===== src/rtl/stream_mux_pkg.sv =====
// stream_mux_pkg
// Shared definitions for the N-channel stream multiplexer:
//   - default channel count and data width
//   - sel_width(): select-bus width, max(1, ceil(log2 N))
//   - mode_e: channel selection mode (manual select or round-robin)
package stream_mux_pkg;

    localparam int STREAM_MUX_N_DEFAULT = 32'sd4;
    localparam int STREAM_MUX_W_DEFAULT = 32'sd8;

    typedef enum logic {
        MODE_MANUAL = 1'b0,
        MODE_RR     = 1'b1
    } mode_e;

    // A select bus is never narrower than one bit, even for N <= 2.
    function automatic int sel_width(input int n);
        return (n > 32'sd2) ? $clog2(n) : 32'sd1;
    endfunction

endpackage


===== src/rtl/stream_mux_n_rr_arbiter.sv =====
// rr_arbiter
// Combinational round-robin arbiter. It grants the first requesting channel
// found when searching upward from ptr, wrapping modulo N.
// Ports:
//   req         in   N     per-channel request
//   ptr         in   SELW  highest-priority channel for this cycle
//   grant       out  N     one-hot grant (all zero when nothing requests)
//   grant_idx   out  SELW  binary index of the granted channel
//   grant_valid out  1     a channel was granted
module rr_arbiter
    import stream_mux_pkg::*;
#(
    parameter int N = STREAM_MUX_N_DEFAULT,
    localparam int SELW = sel_width(N)
) (
    input  logic [N-1:0]    req,
    input  logic [SELW-1:0] ptr,
    output logic [N-1:0]    grant,
    output logic [SELW-1:0] grant_idx,
    output logic            grant_valid
);

    int   cand_s;
    logic found_s;

    // Rotating priority search: visit ptr, ptr+1, ... and take the first request.
    // The modulo keeps the search in range even if ptr ever held a value >= N.
    always_comb begin
        grant       = {N{1'b0}};
        grant_idx   = {SELW{1'b0}};
        found_s     = 1'b0;
        cand_s      = 32'sd0;
        for (int k = 0; k < N; k++) begin
            cand_s = (int'(ptr) + k) % N;
            if (!found_s && req[cand_s]) begin
                grant[cand_s] = 1'b1;
                grant_idx     = SELW'(cand_s);
                found_s       = 1'b1;
            end else begin
                found_s = found_s;
            end
        end
        grant_valid = found_s;
    end

endmodule


===== src/rtl/stream_mux_n.sv =====
// stream_mux_n
// N-channel, W-bit stream multiplexer with valid/ready handshakes on every
// input and a one-word registered output stage (full throughput: a word can
// drain and a new one load in the same cycle).
//
// Optional feature macro: STREAM_MUX_RR_EN
//   defined   - mode selects manual (sel) or round-robin arbitration; the
//               rr_arbiter and its priority pointer are built.
//   undefined - manual select only; mode is accepted but ignored.
//
// Ports:
//   clk        in   1     rising-edge clock
//   rst        in   1     synchronous reset, active-high
//   in_data    in   N*W   channel c occupies bits [c*W +: W]
//   in_valid   in   N     per-channel valid
//   in_ready   out  N     per-channel ready (only the granted channel may be 1)
//   sel        in   SELW  manual channel select; values >= N grant nothing
//   mode       in   1     0 = manual, 1 = round-robin
//   out_data   out  W     registered output word
//   out_valid  out  1     output word held
//   out_ready  in   1     consumer accepts
//
// In round-robin mode in_ready depends combinationally on in_valid, so
// producers must not derive in_valid from in_ready.
module stream_mux_n
    import stream_mux_pkg::*;
#(
    parameter int N = STREAM_MUX_N_DEFAULT,
    parameter int W = STREAM_MUX_W_DEFAULT,
    localparam int SELW = sel_width(N)
) (
    input  logic            clk,
    input  logic            rst,
    input  logic [N*W-1:0]  in_data,
    input  logic [N-1:0]    in_valid,
    output logic [N-1:0]    in_ready,
    input  logic [SELW-1:0] sel,
    input  logic            mode,
    output logic [W-1:0]    out_data,
    output logic            out_valid,
    input  logic            out_ready
);

    localparam logic [SELW:0] N_L = (SELW+1)'(N);

    logic            load_en_s;
    logic            xfer_s;
    logic            man_hit_s;
    logic [N-1:0]    man_oh_s;
    logic [N-1:0]    grant_oh_s;
    logic [W-1:0]    sel_word_s;
    logic [W-1:0]    out_data_r;
    logic            out_valid_r;

    // The output register can take a new word when empty or being drained.
    assign load_en_s = !out_valid_r || out_ready;

    // Manual grant: one-hot decode of sel, empty when sel points past N-1.
    always_comb begin
        man_hit_s = ({1'b0, sel} < N_L);
        man_oh_s  = {N{1'b0}};
        for (int c = 0; c < N; c++) begin
            man_oh_s[c] = man_hit_s && (sel == SELW'(c));
        end
    end

`ifdef STREAM_MUX_RR_EN
    logic [SELW-1:0] ptr_r;
    logic [SELW-1:0] ptr_next_s;
    logic [N-1:0]    rr_oh_s;
    logic [SELW-1:0] rr_idx_s;
    logic            rr_hit_s;
    logic            rr_mode_s;

    rr_arbiter #(
        .N (N)
    ) u_rr_arbiter (
        .req         (in_valid),
        .ptr         (ptr_r),
        .grant       (rr_oh_s),
        .grant_idx   (rr_idx_s),
        .grant_valid (rr_hit_s)
    );

    assign rr_mode_s = (mode_e'(mode) == MODE_RR);

    // Pointer moves just past the channel that was served, wrapping at N-1.
    assign ptr_next_s = (rr_idx_s == SELW'(N - 1)) ? {SELW{1'b0}} : (rr_idx_s + SELW'(1'b1));

    // Grant source selection; the arbiter grants nothing when no channel is valid.
    always_comb begin
        grant_oh_s = {N{1'b0}};
        if (rr_mode_s && rr_hit_s) begin
            grant_oh_s = rr_oh_s;
        end else if (rr_mode_s) begin
            grant_oh_s = {N{1'b0}};
        end else begin
            grant_oh_s = man_oh_s;
        end
    end

    // Round-robin priority pointer; advances only on a round-robin transfer,
    // and is left alone by mode switches.
    always_ff @(posedge clk) begin
        if (rst) begin
            ptr_r <= {SELW{1'b0}};
        end else if (rr_mode_s && xfer_s) begin
            ptr_r <= ptr_next_s;
        end else begin
            ptr_r <= ptr_r;
        end
    end
`else
    logic unused_mode_s;

    // Manual-only build: the mode input has no effect.
    assign unused_mode_s = mode;
    assign grant_oh_s    = man_oh_s;
`endif

    // Ready goes only to the granted channel and only when the output can
    // load; reset forces every ready low so nothing is accepted that cycle.
    always_comb begin
        in_ready = {N{1'b0}};
        if (rst) begin
            in_ready = {N{1'b0}};
        end else if (load_en_s) begin
            in_ready = grant_oh_s;
        end else begin
            in_ready = {N{1'b0}};
        end
    end

    assign xfer_s = |(in_ready & in_valid);

    // AND-OR word mux driven by the one-hot grant.
    always_comb begin
        sel_word_s = {W{1'b0}};
        for (int c = 0; c < N; c++) begin
            sel_word_s = sel_word_s | (in_data[c*W +: W] & {W{grant_oh_s[c]}});
        end
    end

    // Output register: a load wins over a drain, so a simultaneous
    // drain+load replaces the word; a bare drain keeps the stale data.
    always_ff @(posedge clk) begin
        if (rst) begin
            out_valid_r <= 1'b0;
            out_data_r  <= {W{1'b0}};
        end else if (xfer_s) begin
            out_valid_r <= 1'b1;
            out_data_r  <= sel_word_s;
        end else if (out_ready) begin
            out_valid_r <= 1'b0;
            out_data_r  <= out_data_r;
        end else begin
            out_valid_r <= out_valid_r;
            out_data_r  <= out_data_r;
        end
    end

    assign out_data  = out_data_r;
    assign out_valid = out_valid_r;

endmodule

===== config.mk =====
export PLATFORM = sky130hd
export DESIGN_NAME = stream_mux_n
export DESIGN_NICKNAME = d
export VERILOG_FILES = /design/src/rtl/stream_mux_pkg.sv /design/src/rtl/stream_mux_n_rr_arbiter.sv /design/src/rtl/stream_mux_n.sv
export SDC_FILE = /design/constraint.sdc
export NUM_CORES = 1
export LEC_CHECK = 0
export BUFFER_PORTS_ARGS = -buffer_cell sky130_fd_sc_hd__buf_2
export CORE_MARGIN = 2
export CORE_UTILIZATION = 34
export DETAILED_ROUTE_END_ITERATION = 8
export PLACE_DENSITY = 0.74
export SETUP_SLACK_MARGIN = 0.3
export SLEW_MARGIN = 20
export SYNTH_ARGS = -nofsm -noshare
export SYNTH_HDL_FRONTEND = slang
export SYNTH_SLANG_ARGS = --single-unit

===== constraint.sdc =====
create_clock -name clk -period 1.5 [get_ports clk]
set_clock_uncertainty 0.15 [all_clocks]
set_input_delay 0.3 -clock clk [delete_from_list [all_inputs] [get_ports clk]]
set_output_delay 0.3 -clock clk [all_outputs]
set_load 0.005 [all_outputs]

==> flow_results.org <==
** Status
- Outcome :: complete, but fails checks
- The checks that failed: negative setup slack.

** Place
- Port bufs :: 53
- HPWL after DPL :: 1590 um
- The congestion estimate from routability-driven global placement came to 0.770.
- Before CTS, the worst setup slack after placement is -156 ps.

** Global routing
- Global-route wire length before repair :: 3680 um
- Via count of the first global-routing pass :: around 880
- Global-route total usage across every layer :: 20.1%
- Entering global routing, the biggest net connects 17 pins.
- The number of antenna violations at the first check in global routing is 0.
- Total overflow reported by the global router :: 0

** Clock network
- Skew-Pair Late Insertion Delay :: 250 ps
- TritonCTS built the clock tree.
- Clock-pin slew was measured on the worst setup and hold paths at 60 ps.
- TritonCTS created 3 clock buffers.
- CTS hold repair buffers :: 0
- In this run the clock root is driven by a clkbuf_4.
- CTS built an H-tree with a depth of 1.
- Clock tree buffer depth :: 2
- Clock tree synthesis found a total of 9 sinks.

** Synthesis
- Synthesized-area fraction occupied by adder cells :: 0%
- Syn Inst Count :: 66
- Of the post-synthesis cell area, the part taken by muxes is 31.1%.
- Post-synthesis instance area :: 676 sq um
- The Yosys step of the flow raised 0 warnings.
- Simple-gate portion of the synthesized area :: roughly 15%
- Post-synthesis cell type count :: 18
- XOR/XNOR share of the synthesized area :: 0%
- The synthesized netlist devotes 16.9% of its cell area to compound gates.
- Mapped Avg Cell Area :: 10.2 sq um
- Synthesis produced a netlist with a net count of 108.
- Sequential cell area fraction in the yosys report :: 26.7%
- In this run, synthesis produced a sequential element count of 9.
- After synthesis, the largest family of logic cells by area is multiplexers.

** Route
- Final routed DRC violation total :: 0
- Dividing the detail-routed via count by the number of cells gives roughly 5.3.
- For this block, the via count after detailed routing is roughly 840.
- In this run the remaining antenna-violating nets after routing total 0.
- Wire length after detailed routing :: 2210 um
- The pre-antenna-repair detailed-routing pass consisted of 4 iterations.
- Detail-routed net length per standard cell :: between 10 and 15 um
- Initial drt markers :: 16

** Power and ir drop
- Pwr dens :: 614 mW/mm^2
- In this run, the clock network consumes between 20 and 30% of the power.
- Worst supply voltage drop on vdd :: 0.000355 V
- Psw :: 0.204 mW
- Switching part of the total :: 27.8%
- Of the total power, registers draw 36.2%.
- Of the total power, combinational logic draws 38.7%.
- Int Pwr :: roughly 0.53 mW
- For this design the static power due to leakage is 0.538 nW.

** Die
- Vertical extent of the die :: slightly below 50 um
- 55 I/O pins were placed.
- Initial Util :: about a third
- Chip Width :: 48.6 um
- Row count :: 16
- The core region is 0.00192 sq mm.
- The die covers 0.00236 sq mm.

** Timing
- Pins over their slew limit :: 0
- Final setup slack of the worst path :: -72.2 ps
- Fin crit period :: around 1600 ps
- Worst slew margin :: ~87%
- At the pin with the least slew margin, the transition time is 192 ps.
- Setup repair after global routing could not meet its margin everywhere.
- After routing, the total negative slack on setup checks comes to -88.8 ps.
- Peak clock frequency supported by timing :: roughly 640 MHz
- Final hold violation count :: 0
- Setup violations remaining at the end of the flow were counted as 2.
- Crit share post-route :: 105%

** Final layout
- The number of antenna diodes in the final layout is 0.
- Fillcell total :: 163
- The final layout contains 175 nets.
- The post-route netlist has between 60% and 70% of its cells at a drive strength greater than 1.
- Leaving out fill and tap cells, the most frequent cell in the layout is buf_2.
- Top library cells by usage in the layout, fill and taps aside :: buf_2, mux4_2, buf_4
- Layout Area Growth over Synthesis :: 76.3%

** Setup path
- The worst setup path is launched from a register.
- The worst setup path is of the reg -> out kind.
- Type of destination of the critical path :: output port
- Crit path DAT :: 1120 ps
- Among all stages on the critical path, the largest delay is contributed by dfxtp_2.
- Required time worst endpoint :: around 1100 ps
- On the worst path, the slowest cell contributes a delay of ~330 ps.
- Largest fanout of any net on the critical path :: 4
- The critical path goes through nor2b_4 > nor4b_2 > buf_2.

** Worst hold path
- The tightest min-delay check is of the in -> reg type.

** Job
- The tool flagged a number of max-cap violations equal to 0.
## cell usage after synthesis (all sizes together)
master | count | area share [%]
dfxtp | 9 | 27
mux4 | 9 | 31
a21oi | 8 | 6.5
a31o | 8 | 10
inv | 8 | 4.4
nand4 | 8 | 7.4
clkbuf | 5 | 2.8
buf | 2 | 2.4
nor2 | 2 | 1.1
nor4b | 2 | 2.6
and4 | 1 | 1.3
clkinv | 1 | 0.56
nand2b | 1 | 0.93
nor2b | 1 | 0.93
nor4 | 1 | 0.93
## flip-flops by register name, summed over array words and instances (netlist names)
signal,flops
out_data,8
out_valid,1
## cells by family (layout without fill, tap and decap cells)
kind of cell	count (synthesis)	after routing
AO/OA/AOI/OAI	16	16
AND/OR/NAND/NOR	16	16
buffers and inverters	16	81
multiplexers	9	10
flip-flops	9	9
## routing by layer
layer	up-vias	wire, um	GRT usage [%]
met5	-	0	0
met4	0	47	12.9
met3	6	217	4.01
met2	49	1160	35.0
met1	389	789	22.3
li1	394	-	-
## power by group through the flow
stage	registers (mW)	clock network, mW	logic (mW)
2_1_floorplan	0.271	0	0.124
3_3_place_gp	0.268	0	0.230
3_5_place_dp	0.269	0	0.237
4_1_cts	0.265	0.187	0.269
5_1_grt	0.267	0.203	0.306
6_report	0.264	0.184	0.283
## layout make-up
class | instances | area (sq um) | area share (%)
Multi-Input combinational cell | 42 | 477 | 40.0
Timing Repair Buffer | 68 | 439 | 36.9
Sequential cell | 9 | 181 | 15.2
Inverter | 9 | 33.8 | 2.84
Tap cell | 27 | 33.8 | 2.84
Clock buffer | 4 | 26.3 | 2.21
## per-stage QoR
step                total power, mW  hold WS, ps  area (sq um)  cells  util (%)
finish                        0.731          227          1190    159      62.0
global route                  0.776          244          1190    159      62.0
CTS                           0.721          217          1150    158      59.8
detailed placement            0.506          375          1040    149      54.1
global placement              0.498          374          1040    149      54.1
floorplan                     0.395          378           693     66         -
## critical path: cells and delay by family, from the launching register on
| kind | cells | cell delay [ps] |
|---|---|---|
| flip-flops | 1 | 330 |
| AND/OR/NAND/NOR | 2 | 390 |
| buffers and inverters | 1 | 150 |
## path summary, 6_finish.rpt
kind / startpoint / to / slack, ps / cells past startpoint
worst max register to register: out_valid / out_data[4] / 300 / 4
worst min-delay path: out_ready / out_valid / 230 / 4
worst max-delay path: out_valid / in_ready[2] / -70 / 3
worst min register to register: out_data[1] / out_data[1] / 380 / 3
## timing repair
action / in CTS / in global routing
pin swaps: 12 / 9
gates resized for setup: 13 / 9
endpoints found under the hold margin: 0 / 0
setup endpoints to repair: 13 / 13
gates cloned: 1 / 0
buffers inserted: 4 / 1
Note: power is estimated with default switching activity, not from simulation.
